--- config.mk ---
export PLATFORM = sky130hd
export DESIGN_NAME = proj_fm_sweep_ctrl
export DESIGN_NICKNAME = d
export VERILOG_FILES = /design/src/rtl/proj_fm_sweep_ctrl.sv
export SDC_FILE = /design/constraint.sdc
export NUM_CORES = 1
export LEC_CHECK = 0
export CORE_MARGIN = 10
export CORE_UTILIZATION = 33
export DETAILED_ROUTE_END_ITERATION = 6
export GPL_TIMING_DRIVEN = 0
export PLACE_DENSITY = 0.6
export SYNTH_ARGS = -nofsm -noshare
export SYNTH_HDL_FRONTEND = slang
export SYNTH_SLANG_ARGS = --single-unit
--- constraint.sdc ---
create_clock -name clk -period 2.5 [get_ports clk]
set_input_delay 0.25 -clock clk [delete_from_list [all_inputs] [get_ports clk]]
set_output_delay 0.25 -clock clk [all_outputs]
set_load 0.05 [all_outputs]
--- src/rtl/proj_fm_sweep_ctrl.sv ---
// proj_fm_sweep_ctrl: round-robin arbitrated index sweeps over FM buffers with back-pressure and abort
module proj_fm_sweep_ctrl #(
    parameter int NUM_BUFS = 4,
    parameter int FM_BUFFER_SIZE = 8,
    localparam int SEL_W = NUM_BUFS > 1 ? $clog2(NUM_BUFS) : 1
) (
    input  logic                      clk,
    input  logic                      rst_n,
    input  logic [NUM_BUFS-1:0]       req,
    input  logic                      abort,
    input  logic                      sweep_ready,
    output logic                      rd_valid,
    output logic [SEL_W-1:0]          rd_buf_sel,
    output logic [FM_BUFFER_SIZE-1:0] rd_index,
    output logic                      rd_last,
    output logic [NUM_BUFS-1:0]       ack,
    output logic                      busy
);
    typedef enum logic [1:0] {IDLE, SWEEP, DONE} state_t;
    localparam logic [FM_BUFFER_SIZE-1:0] last_idx = FM_BUFFER_SIZE'(FM_BUFFER_SIZE - 1);
    state_t state;
    logic [SEL_W-1:0] ptr, gnt, nxt_ptr;
    always_comb begin
        gnt = '0;
        for (int i = NUM_BUFS - 1; i >= 0; i--)
            if (req[(int'(ptr) + i) % NUM_BUFS]) gnt = SEL_W'((int'(ptr) + i) % NUM_BUFS);
    end
    assign nxt_ptr = SEL_W'((int'(rd_buf_sel) + 1) % NUM_BUFS);
    assign rd_valid = state == SWEEP;
    assign busy = state != IDLE;
    assign rd_last = rd_valid && rd_index == last_idx;
    assign ack = state == DONE ? NUM_BUFS'(1) << rd_buf_sel : '0;
    always_ff @(posedge clk) begin
        if (!rst_n) begin
            state <= IDLE;
            rd_buf_sel <= '0;
            rd_index <= '0;
            ptr <= '0;
        end else begin
            case (state)
                IDLE: if (|req) begin
                    state <= SWEEP;
                    rd_buf_sel <= gnt;
                    rd_index <= '0;
                end
                SWEEP: if (abort) begin
                    state <= IDLE;
                    rd_index <= '0;
                    ptr <= nxt_ptr;
                end else if (sweep_ready) begin
                    state <= rd_index == last_idx ? DONE : SWEEP;
                    rd_index <= rd_index == last_idx ? '0 : rd_index + 1'b1;
                end
                DONE: begin
                    state <= IDLE;
                    ptr <= nxt_ptr;
                end
                default: state <= IDLE;
            endcase
        end
    end
endmodule
Yosys cells after proc, flatten, opt, wreduce, memory -nomap -nowiden:

Cells that the tools add are included.

* add/subtract/negate cells: 5
* magnitude comparators: 4
* equal/unequal tests: 6
* shift-type cells: 1
* muxes and demuxes: 28
* bitwise gates (word level): 3
* reductions and logical operators: 13

Operators with widths (number)
* $mux 8: 4
* $mux 2: 9
* $pmux 8 s2: 1
* $lt 3x4->1 const B: 3
* $add 8x1->8 const B: 1
* $bmux 1 s2: 4
* $eq 8x3->1 const B: 1
* $pmux 2 s2: 2
* $mux 1: 7
* $reduce_and 2->1: 3
* $reduce_bool 2->1: 3
* $reduce_or 2->1: 3
* $add 2x1->2 const B: 2
* $add 2x2->2 const B: 2
* $mux 4: 1
* $ne 2x2->1 const B: 2
* $reduce_or 4->1: 1
* $shl 1x2->4 const A: 1
* $and 1x1->1 const A: 3
* $lt 2x3->1 const B: 1
* $ne 3x3->1 const B: 1
* $reduce_and 3->1: 1
* $eq 2x1->1 const B: 1
* $eq 2x2->1 const B: 1
* 2 further kinds: 2

* flip-flop bits (word level): 14
* bits of input ports: 8
* output and inout bits: 17
* word-level logic and storage cells: 64

Longest topological paths before layout:

* word-level depth: 10
* depth in mapped cells: 5
* gate-level depth less buffers: 5

Worst setup path after synthesis:

OpenSTA, ideal clock, no wires.

* kind: register to output
* from: register rd_index[0]
* to: output port rd_last
* arrival time: 2.541 ns
* setup slack: -0.291 ns
* cell stages (with the launch flop): 5
* path through: dfxtp_1 ha_1 nor4b_1 nand3_1 nor3_1

* longest elaborated chain between the ends: 2

RTL lines
* start: declaration: RTL line 14 `output logic [FM_BUFFER_SIZE-1:0] rd_index,`
* start signal: assignment: RTL line 52 `rd_index <= rd_index == last_idx ? '0 : rd_index + 1'b1;`
* $eq 8x3->1: RTL line 31 `assign rd_last = rd_valid && rd_index == last_idx;`
* $logic_and 1x1->1: RTL line 31
* end: declaration: RTL line 15 `output logic rd_last,`

Every way passes these cells.

Worst setup path after layout:

* from: register state[1]
* to: output port ack[1]

* longest elaborated chain between the ends: 2

RTL lines
* start: declaration: RTL line 21 `state_t state;`
* start signal: assignment: RTL line 51 `state <= rd_index == last_idx ? DONE : SWEEP;`
* $eq 2x2->1: RTL line 32 `assign ack = state == DONE ? NUM_BUFS'(1) << rd_buf_sel : '0;`
* $mux 4: RTL line 32
* end: declaration: RTL line 16 `output logic [NUM_BUFS-1:0] ack,`

Every way passes these cells.

==> impl_metrics.py <==
metrics = {
    "setup_path": {
        "worstPathRequired_ns": 2.25,
        "r2r_cells": 5,
        "end_kind": "output pin",
        "critPathMaxFanout": 9,
        "cp_top_family": "buffers and inverters",
        "startpoint_type": "flop",
        "critPathBufInv": 2,
        "cp.depth": 4,
        "arrival_ns": 2.02,
        "critPathKind": "reg -> out",
        "max_stage_delay_ns": 0.80,
        "crit_path_top_delay_cell": "clkdlybuf4s50_1",
        "cp_cell_sequence": "clkbuf_2 -> nor2b_1 -> and2_1 -> clkdlybuf4s50_1",
    },
    "route": {
        "drc": 0,
        "drtIter0Drc": 37,
        "wire_per_inst_um": 13.2,
        "vias": 870,
        "drt-total-wl_um": 2180,
        "dr.pass1.iters": 4,
        "vias_per_cell": 5.27,
        "detail-route-antenna-nets": 0,
    },
    "yosys": {
        "ys_seq_area_frac": 0.326,
        "synth_area_um2": 860,
        "synth_area_leaders": "dfxtp_1 33%, ha_1 8.7%, a21oi_1 6.4%",
        "synth-seq-cells": 14,
        "avgSynthCellArea_um2": 8.03,
        "ys_warn_count": 0,
        "synth_top_area_frac": 0.326,
        "yosys.cell_types.count": 33,
        "synthCells": 107,
        "yosys.area.top_type": "dfxtp_1",
        "synth_fp_nets": 121,
    },
    "pwr": {
        "power.internal_w": 0.000362,
        "power_frac_seq": 0.465,
        "p_per_area_nw_per_um2": 436,
        "p_clk_frac": 0.326,
        "power_leakage_nw": 0.437,
        "netSwitchingFraction": 0.299,
        "switchingPower_w": 0.000155,
        "max-vdd-ir-drop_v": 0.000232,
        "comb_power_share": 0.210,
    },
    "global_route": {
        "grt_pass1_vias": 793,
        "grt_overflow": 0,
        "grt_max_degree": 11,
        "grt_util_all_layers": 0.0862,
        "antenna_found_initial": 0,
        "grt_pass1_wl_um": 3650,
    },
    "timing": {
        "skew_ns": 0.00168,
        "setup_viol": 0,
        "fin_crit_ns": 2.27,
        "clock.fmax_mhz": 441,
        "drv_slew": 0,
        "setup_tns_ns": 0,
        "relSlewSlack": 0.518,
        "rsz0062_at_grt": "false",
        "finalCritPeriodShare": 0.906,
        "final_hold_viol_count": 0,
        "tightest_slew_ns": 0.716,
    },
    "clocking": {
        "postCtsSetupRepairBufs": 0,
        "clk_pin_slew_ns": 0.09,
        "cts_sinks": 14,
        "root_buffer": "clkbuf_4",
        "cts_tree": "done",
        "cts_max_level": 1,
        "insertion_delay_ns": 0.29,
        "clock_path_buffers": 2,
        "cts_inserted_buffers": 3,
    },
    "finish": {
        "final_common_cell": "clkdlybuf4s50_1",
        "syn_to_final_growth_pct": 38.0,
        "finish.utilization": 0.479,
        "diodes": 0,
        "layout_common_cells": "23 x clkdlybuf4s50_1, 14 x dfxtp_1, 11 x a21oi_1",
        "drive_gt1_frac": 0.0889,
        "final_nets": 150,
    },
    "min_path": {
        "worstHoldPathCells": 2,
        "hp-class": "reg -> reg",
    },
    "run_status": {
        "status": "finished clean",
    },
    "placement": {
        "numPortBuffers": 24,
        "routabilityCongestion": 0.771,
        "hpwl_um": 1730,
    },
    "flow_run": {
        "maxCapViolCount": 0,
    },
    "die": {
        "dieHeight_um": 71.0,
        "ios": 25,
        "die_w_um": 71.0,
        "start_util": 0.347,
        "rows": 18,
        "die_area_um2": 5050,
        "core_area_um2": 2480,
    },
}
==> cell usage after synthesis <==
| cell type | count |
|---|---|
| a41oi_1 | 1 |
| a211oi_1 | 1 |
| a21oi_1 | 11 |
| a21boi_0 | 1 |
| nor2b_1 | 2 |
| nor4_1 | 1 |
| nor2_1 | 7 |
| or3_1 | 5 |
| a31oi_1 | 3 |
| nand4_1 | 1 |
| nor4b_1 | 1 |
| nor3b_1 | 2 |
| or3b_2 | 1 |
| and4_1 | 2 |
| clkbuf_1 | 1 |
| clkbuf_2 | 1 |
| o221ai_1 | 2 |
| nand3_1 | 4 |
| nor3_1 | 2 |
| inv_1 | 8 |
| buf_2 | 1 |
| or2_2 | 1 |
| a211o_1 | 2 |
| nand2_1 | 5 |
| o21ai_0 | 10 |
| nor4_2 | 1 |
| and2_1 | 4 |
| o32ai_1 | 1 |
| dfxtp_1 | 14 |
| mux2i_1 | 2 |
| ha_1 | 6 |
| o21a_1 | 2 |
| xnor2_1 | 1 |
==> what timing repair did <==
action                                  CTS  global route
endpoints found under the setup margin    1             1
resized for setup                         3             1
hold buffers                              0             0
==> flip-flops by register name (all words and copies together), names as in the netlist <==
name	count
rd_index	8
rd_buf_sel	2
ptr	2
state	2
==> worst paths after layout <==
path	slack, ns	to	start
hold / removal	0.52	rd_index[7]	rd_index[7]
setup / recovery	0.23	ack[1]	state[1]
hold reg to reg	0.52	rd_index[7]	rd_index[7]
setup reg to reg	0.52	rd_index[0]	rd_index[0]
==> power by group through the flow <==
stage / sequential (W) / combinational (W) / clock (W)
2_1_floorplan: 0.000258 / 0.0000524 / 0
3_3_place_gp: 0.000245 / 0.000107 / 0
3_5_place_dp: 0.000246 / 0.000108 / 0
4_1_cts: 0.000241 / 0.000109 / 0.000170
5_1_grt: 0.000242 / 0.000120 / 0.000180
6_report: 0.000240 / 0.000108 / 0.000168
==> layout make-up <==
cell class                 count  area, um^2
tap                           30        37.5
clock buffer                   4        36.3
inverter                       8        30.0
buffer                         3        13.8
fill                         260        1290
sequential                    14         280
multi-input combinational     82         547
timing repair buffer          24         241
==> cells by family after synthesis <==
logic type,Yosys count,synth area share
fa+ha+maj,6,0.0873
buf+inv,11,0.0509
simple gates,39,0.262
flops,14,0.326
compound gates,34,0.240
xor+xnor,1,0.0102
mux,2,0.0233
==> metal layers <==
layer | up-vias | wire (um) | global-route usage
li1 | 444 | - | -
met1 | 400 | 1030 | 0.103
met2 | 22 | 957 | 0.128
met3 | 4 | 160 | 0.0363
met4 | 0 | 31 | 0.0452
met5 | - | 0 | 0
==> tightest hold or removal path: stages, from the launching register on <==
cell,delay [ns]
dfxtp_1,0.34
o21ai_0,0.08
a21oi_1,0.06
==> through the flow <==
stage / instances / power (W) / setup WS (ns) / area (um^2) / hold WS, ns
finish: 165 / 0.000517 / 0.234 / 1190 / 0.519
CTS: 165 / 0.000519 / 0.0651 / 1180 / 0.522
global route: 165 / 0.000541 / 0.111 / 1190 / 0.570
detailed placement: 161 / 0.000354 / -0.0340 / 1140 / 0.509
global placement: 161 / 0.000353 / -0.0191 / 1140 / 0.486
floorplan: 107 / 0.000310 / 0.120 / 865 / 0.368
Note: power is estimated with default switching activity, not from simulation.
